--- src/rtl/vga_sync_decoder.sv ---
// Recovers pixel coordinates, data-enable and lock status from active-high hsync/vsync.
// Latency: coordinates realign on the clock that samples a sync rising edge; locked/sync_err are registered.
// Backpressure: none; free-running on the pixel clock, and the inputs are sampled every cycle.
module vga_sync_decoder #(
   parameter int H_ACTIVE     = 640,
   parameter int V_ACTIVE     = 480,
   parameter int H_TOTAL      = 800,
   parameter int V_TOTAL      = 525,
   parameter int H_SYNC_START = 656,
   parameter int V_SYNC_START = 490,
   parameter int LOCK_LINES   = 2
) (
   input  logic       clk,
   input  logic       n_rst,
   input  logic       hsync_in,
   input  logic       vsync_in,
   output logic [9:0] x_pos,
   output logic [9:0] y_pos,
   output logic       de,
   output logic       frame_start,
   output logic       locked,
   output logic       sync_err
);

   localparam logic [9:0]  X_LAST      = 10'(H_TOTAL - 1);
   localparam logic [9:0]  X_LOAD      = 10'(H_SYNC_START + 1);
   localparam logic [9:0]  Y_LAST      = 10'(V_TOTAL - 1);
   localparam logic [9:0]  Y_LOAD      = 10'(V_SYNC_START);
   localparam logic [9:0]  X_ACT       = 10'(H_ACTIVE);
   localparam logic [9:0]  Y_ACT       = 10'(V_ACTIVE);
   localparam logic [10:0] H_PERIOD_M1 = 11'(H_TOTAL - 1);
   localparam logic [10:0] H_SAT       = 11'(2 * H_TOTAL);
   localparam logic [10:0] V_PERIOD    = 11'(V_TOTAL);
   localparam logic [10:0] V_SAT       = 11'(2 * V_TOTAL);
   localparam logic [3:0]  LOCK_N      = 4'(LOCK_LINES);

   logic        hs_prev_q, hs_prev_d;
   logic        vs_prev_q, vs_prev_d;
   logic [9:0]  x_q, x_d;
   logic [9:0]  y_q, y_d;
   logic [10:0] h_cnt_q, h_cnt_d;
   logic [10:0] v_cnt_q, v_cnt_d;
   logic [3:0]  good_q, good_d;
   logic        h_ok_q, h_ok_d;
   logic        v_ok_q, v_ok_d;
   logic        h_run_q, h_run_d;    // first hsync edge seen: line measurement armed
   logic        v_run_q, v_run_d;    // first vsync edge seen: frame measurement armed
   logic        locked_q, locked_d;
   logic        sync_err_q, sync_err_d;
   logic        hs_edge, vs_edge;
   logic        h_err, v_err;

   assign hs_edge = hsync_in & ~hs_prev_q;
   assign vs_edge = vsync_in & ~vs_prev_q;

   // Next-state: coordinate counters, line/frame period checks and error collection.
   always_comb begin
      hs_prev_d  = hsync_in;
      vs_prev_d  = vsync_in;
      x_d        = x_q;
      y_d        = y_q;
      h_cnt_d    = h_cnt_q;
      v_cnt_d    = v_cnt_q;
      good_d     = good_q;
      h_ok_d     = h_ok_q;
      v_ok_d     = v_ok_q;
      h_run_d    = h_run_q;
      v_run_d    = v_run_q;
      h_err      = 1'b0;
      v_err      = 1'b0;

      // x realigns on hsync; y only advances when x wraps naturally, vsync load wins
      if (hs_edge) begin
         x_d = X_LOAD;
      end else if (x_q == X_LAST) begin
         x_d = '0;
      end else begin
         x_d = x_q + 10'd1;
      end

      if (vs_edge) begin
         y_d = Y_LOAD;
      end else if (!hs_edge && (x_q == X_LAST)) begin
         y_d = (y_q == Y_LAST) ? 10'd0 : y_q + 10'd1;
      end

      // Line period: h_cnt+1 clocks between hsync edges; saturation flags a dead hsync once
      if (hs_edge) begin
         h_run_d = 1'b1;
         h_cnt_d = '0;
         if (h_run_q) begin
            if (h_cnt_q == H_PERIOD_M1) begin
               if (good_q < LOCK_N) begin
                  good_d = good_q + 4'd1;
               end
               if (good_d == LOCK_N) begin
                  h_ok_d = 1'b1;
               end
            end else begin
               good_d = '0;
               h_ok_d = 1'b0;
               h_err  = 1'b1;
            end
         end
      end else if (h_run_q && (h_cnt_q != H_SAT)) begin
         h_cnt_d = h_cnt_q + 11'd1;
         if (h_cnt_d == H_SAT) begin
            good_d = '0;
            h_ok_d = 1'b0;
            h_err  = 1'b1;
         end
      end

      // Frame period in lines; an hsync edge coincident with vsync opens the new frame
      if (vs_edge) begin
         v_run_d = 1'b1;
         v_cnt_d = hs_edge ? 11'd1 : 11'd0;
         if (v_run_q) begin
            v_ok_d = (v_cnt_q == V_PERIOD);
            v_err  = (v_cnt_q != V_PERIOD);
         end
      end else if (hs_edge && v_run_q && (v_cnt_q != V_SAT)) begin
         v_cnt_d = v_cnt_q + 11'd1;
         if (v_cnt_d == V_SAT) begin
            v_ok_d = 1'b0;
            v_err  = 1'b1;
         end
      end

      locked_d   = h_ok_d & v_ok_d;
      sync_err_d = h_err | v_err;
   end

   // State register; sync history resets high so a sync already asserted is not an edge.
   always_ff @(posedge clk or negedge n_rst) begin
      if (!n_rst) begin
         hs_prev_q  <= 1'b1;
         vs_prev_q  <= 1'b1;
         x_q        <= '0;
         y_q        <= '0;
         h_cnt_q    <= '0;
         v_cnt_q    <= '0;
         good_q     <= '0;
         h_ok_q     <= 1'b0;
         v_ok_q     <= 1'b0;
         h_run_q    <= 1'b0;
         v_run_q    <= 1'b0;
         locked_q   <= 1'b0;
         sync_err_q <= 1'b0;
      end else begin
         hs_prev_q  <= hs_prev_d;
         vs_prev_q  <= vs_prev_d;
         x_q        <= x_d;
         y_q        <= y_d;
         h_cnt_q    <= h_cnt_d;
         v_cnt_q    <= v_cnt_d;
         good_q     <= good_d;
         h_ok_q     <= h_ok_d;
         v_ok_q     <= v_ok_d;
         h_run_q    <= h_run_d;
         v_run_q    <= v_run_d;
         locked_q   <= locked_d;
         sync_err_q <= sync_err_d;
      end
   end

   assign x_pos       = x_q;
   assign y_pos       = y_q;
   assign locked      = locked_q;
   assign sync_err    = sync_err_q;
   assign de          = locked_q & (x_q < X_ACT) & (y_q < Y_ACT);
   assign frame_start = locked_q & (x_q == 10'd0) & (y_q == 10'd0);

endmodule

--- config.mk ---
export PLATFORM = sky130hd
export DESIGN_NAME = vga_sync_decoder
export DESIGN_NICKNAME = d
export VERILOG_FILES = /design/src/rtl/vga_sync_decoder.sv
export SDC_FILE = /design/constraint.sdc
export NUM_CORES = 1
export LEC_CHECK = 0
export CELL_PAD_IN_SITES_DETAIL_PLACEMENT = 1
export CELL_PAD_IN_SITES_GLOBAL_PLACEMENT = 2
export CORE_MARGIN = 8
export CORE_UTILIZATION = 39
export DETAILED_ROUTE_END_ITERATION = 7
export GPL_TIMING_DRIVEN = 0
export PLACE_DENSITY = 0.91
export SYNTH_ARGS = -nofsm -noshare
export SYNTH_HDL_FRONTEND = slang
export SYNTH_SLANG_ARGS = --single-unit
export TNS_END_PERCENT = 100
--- constraint.sdc ---
create_clock -name clk -period 4.46 [get_ports clk]
set_input_delay 0.892 -clock clk [delete_from_list [all_inputs] [get_ports clk]]
set_output_delay 0.892 -clock clk [all_outputs]
set_load 0.01 [all_outputs]
==> impl_metrics.json <==
{
  "status": "complete, no violations",
  "root_buffer": "clkbuf_8",
  "drt_first_pass_iters": 4,
  "peakVddDrop_mv": 0.152,
  "pin_count": 28,
  "synth_edf_count": 0,
  "multi_input_area_mm2": 0.00172,
  "place_hpwl_mm": 5.98,
  "rows": 33,
  "via_per_inst": 5.61,
  "wl_mm": 8.23,
  "required_ps": 3570,
  "antennaDiodeCount": 0,
  "crit_type": "flop to output port",
  "syn_area_per_cell_um2": 9.06,
  "grt_use_total_pct": 15.0,
  "hold_path.class": "flop to flop",
  "die_y_um": 107,
  "busiest_layer": "met2",
  "syn_area_mm2": 0.00323,
  "crit_chain": "inv_1 > ha_1 > or4b_2 > nor3_1 > nand3_1 > nor4bb_1 > clkdlybuf4s50_1",
  "cellPowerDensity_mw_per_mm2": 313,
  "fin_crit_ps": 3700,
  "syn_to_final_growth_pct": 15.4,
  "synth_flop_cell": "dfrtp_1",
  "path_max_fanout": 7,
  "leakage_nw": 1.54,
  "fmax_ghz": 0.270,
  "cts_sinks": 54,
  "synth_area_leaders": "dfrtp_1 40%, ha_1 4.6%, xor2_1 4.1%, nor2_1 3.9%, nand2_1 3.6%",
  "synthArstFlopShare_pct": 100,
  "antenna_found_initial": 0,
  "synth_common_cells": "52 x dfrtp_1, 34 x nor2_1, 31 x nand2_1",
  "core_mm2": 0.00813,
  "synth_cell_type_count": 56,
  "fin_tns_setup_ps": 0,
  "hold_viol": 0,
  "io_buffers": 27,
  "gr-usage-met1_pct": 17.9,
  "hold_ws_ps": 510,
  "ys_ff_latch": 54,
  "met2_usage_pct": 26.9,
  "cp-start-kind": "flop",
  "seqCellArea_mm2": 0.00135,
  "clock-skew-final_ps": 3.38,
  "yosys.area.top_type_share_pct": 40.2,
  "use_met3_pct": 2.52,
  "cp-end-kind": "output port",
  "nFillCells": 958,
  "drt-wirelength-per-cell_um": 16.5,
  "dr_total_vias": 2792,
  "max_stage_delay_ps": 600,
  "syn_nets": 373,
  "grt_max_degree": 33,
  "setup_violations": 0,
  "grt_pass1_wl_mm": 14.3,
  "post_cts_buffers": 0,
  "cts_buffer_depth": 2,
  "drv_slew": 0,
  "grt_overflow": 0,
  "cp.arrival_ps": 2810,
  "clock_latency_ps": 300,
  "place_congestion": 0.802,
  "cp_slowest_cell": "clkdlybuf4s50_1",
  "yosysMostFrequentCell": "dfrtp_1",
  "finalNetCount": 408,
  "drive_above_1_share_pct": 6.11,
  "syn_inst": 357,
  "maxCapViolations": 0,
  "cts_hold_buf": 0,
  "die_width_um": 107,
  "first_iter_violations": 75,
  "drtAntennaViolNets": 0,
  "drcViolationCount": 0,
  "ys_warn_count": 0,
  "rsz0062_at_grt": "no",
  "clk_pin_slew_ps": 100,
  "slew_headroom_pct": 10.5,
  "cts_tree": "yes",
  "grt_pass1_vias": 2970,
  "die-area_mm2": 0.0115,
  "cts_made_buffers": 5,
  "htree_levels": 2,
  "worst_pin_slew_ps": 1310,
  "period_share_pct": 83.0,
  "yosys.area.top_type": "dfrtp_1",
  "initial_core_util_pct": 39.7,
  "seq_area_frac_synth_pct": 41.9,
  "cts_resized": 0
}
==> power breakdown <==
group	leakage [nW]	internal, mW	switching [mW]	total, mW
Sequential	0.671	0.540	0.0713	0.611
Clock	0.0395	0.112	0.163	0.275
Combinational	0.828	0.134	0.148	0.283
Total	1.54	0.786	0.382	1.17
==> per-layer routing <==
metal | share of wire (%) | vias to the layer above
met5 | 0 | -
li1 | - | 1334
met1 | 46 | 1417
met4 | 0.95 | 0
met2 | 50 | 33
met3 | 3.0 | 8
==> area by class of cell <==
cell class | count | share of cell area [%]
tap | 105 | 3.52
multi-input combinational | 269 | 46.2
timing repair buffer | 28 | 7.65
buffer | 20 | 2.75
sequential | 54 | 36.3
inverter | 14 | 1.41
clock buffer | 8 | 2.15
==> critical path, delay by kind of cell (launching register included) <==
kind / cells / cell delay, ps
flip-flops: 1 / 470
AND/OR/NAND/NOR: 4 / 1230
buffers and inverters: 2 / 690
adder cells (fa/ha/maj): 1 / 140
==> kinds of logic after synthesis <==
logic type | synth area share [%]
flip-flops | 41.9
AND/OR/NAND/NOR | 27.2
adder cells (fa/ha/maj) | 4.64
multiplexers | 0.929
XOR/XNOR | 7.04
AO/OA/AOI/OAI | 13.5
buffers and inverters | 4.80
==> registers in the layout (all words and copies together) (netlist names) <==
| signal | flops |
|---|---|
| good_q | 4 |
| h_cnt_q | 11 |
| h_ok_q | 1 |
| h_run_q | 1 |
| hs_prev_q | 1 |
| locked | 1 |
| sync_err | 1 |
| v_cnt_q | 11 |
| v_ok_q | 1 |
| v_run_q | 1 |
| vs_prev_q | 1 |
| x_pos | 10 |
| y_pos | 10 |
==> per-stage QoR <==
| stage | power (mW) | setup WS, ps | area, um2 | cells | utilization [%] |
|---|---|---|---|---|---|
| 3_5_place_dp | 0.908 | 822 | 3650 | 490 | 44.9 |
| 2_1_floorplan | 0.799 | 1640 | 3230 | 357 | - |
| 3_3_place_gp | 0.890 | 688 | 3630 | 489 | 44.7 |
| 5_1_grt | 1.25 | 584 | 3730 | 498 | 45.9 |
| 6_report | 1.17 | 757 | 3730 | 498 | 45.9 |
| 4_1_cts | 1.19 | 726 | 3730 | 498 | 45.9 |
==> worst paths after layout <==
kind / endpoint / cells after the start / start / slack [ps]
max in group asynchronous: vs_prev_q / 2 / n_rst / 3150
min reg2reg: h_ok_q / 2 / h_ok_q / 510
max: frame_start / 7 / y_pos[0] / 760
max reg2reg: v_cnt_q[8] / 5 / v_cnt_q[0] / 1790
min in group asynchronous: h_cnt_q[4] / 1 / n_rst / 650
min: h_ok_q / 2 / h_ok_q / 510
==> layout by cell type, fill, tap and decap left out, types with 12 or more instances in the layout <==
cell / n
a21oi_1: 16
clkdlybuf4s50_1: 26
nand2_1: 31
ha_1: 12
nand3_1: 18
o21ai_0: 21
nor2_1: 34
inv_1: 14
xor2_1: 15
clkbuf_1: 18
nor3_1: 16
dfrtp_1: 52
No activity file was read; power rests on OpenSTA's default activity.
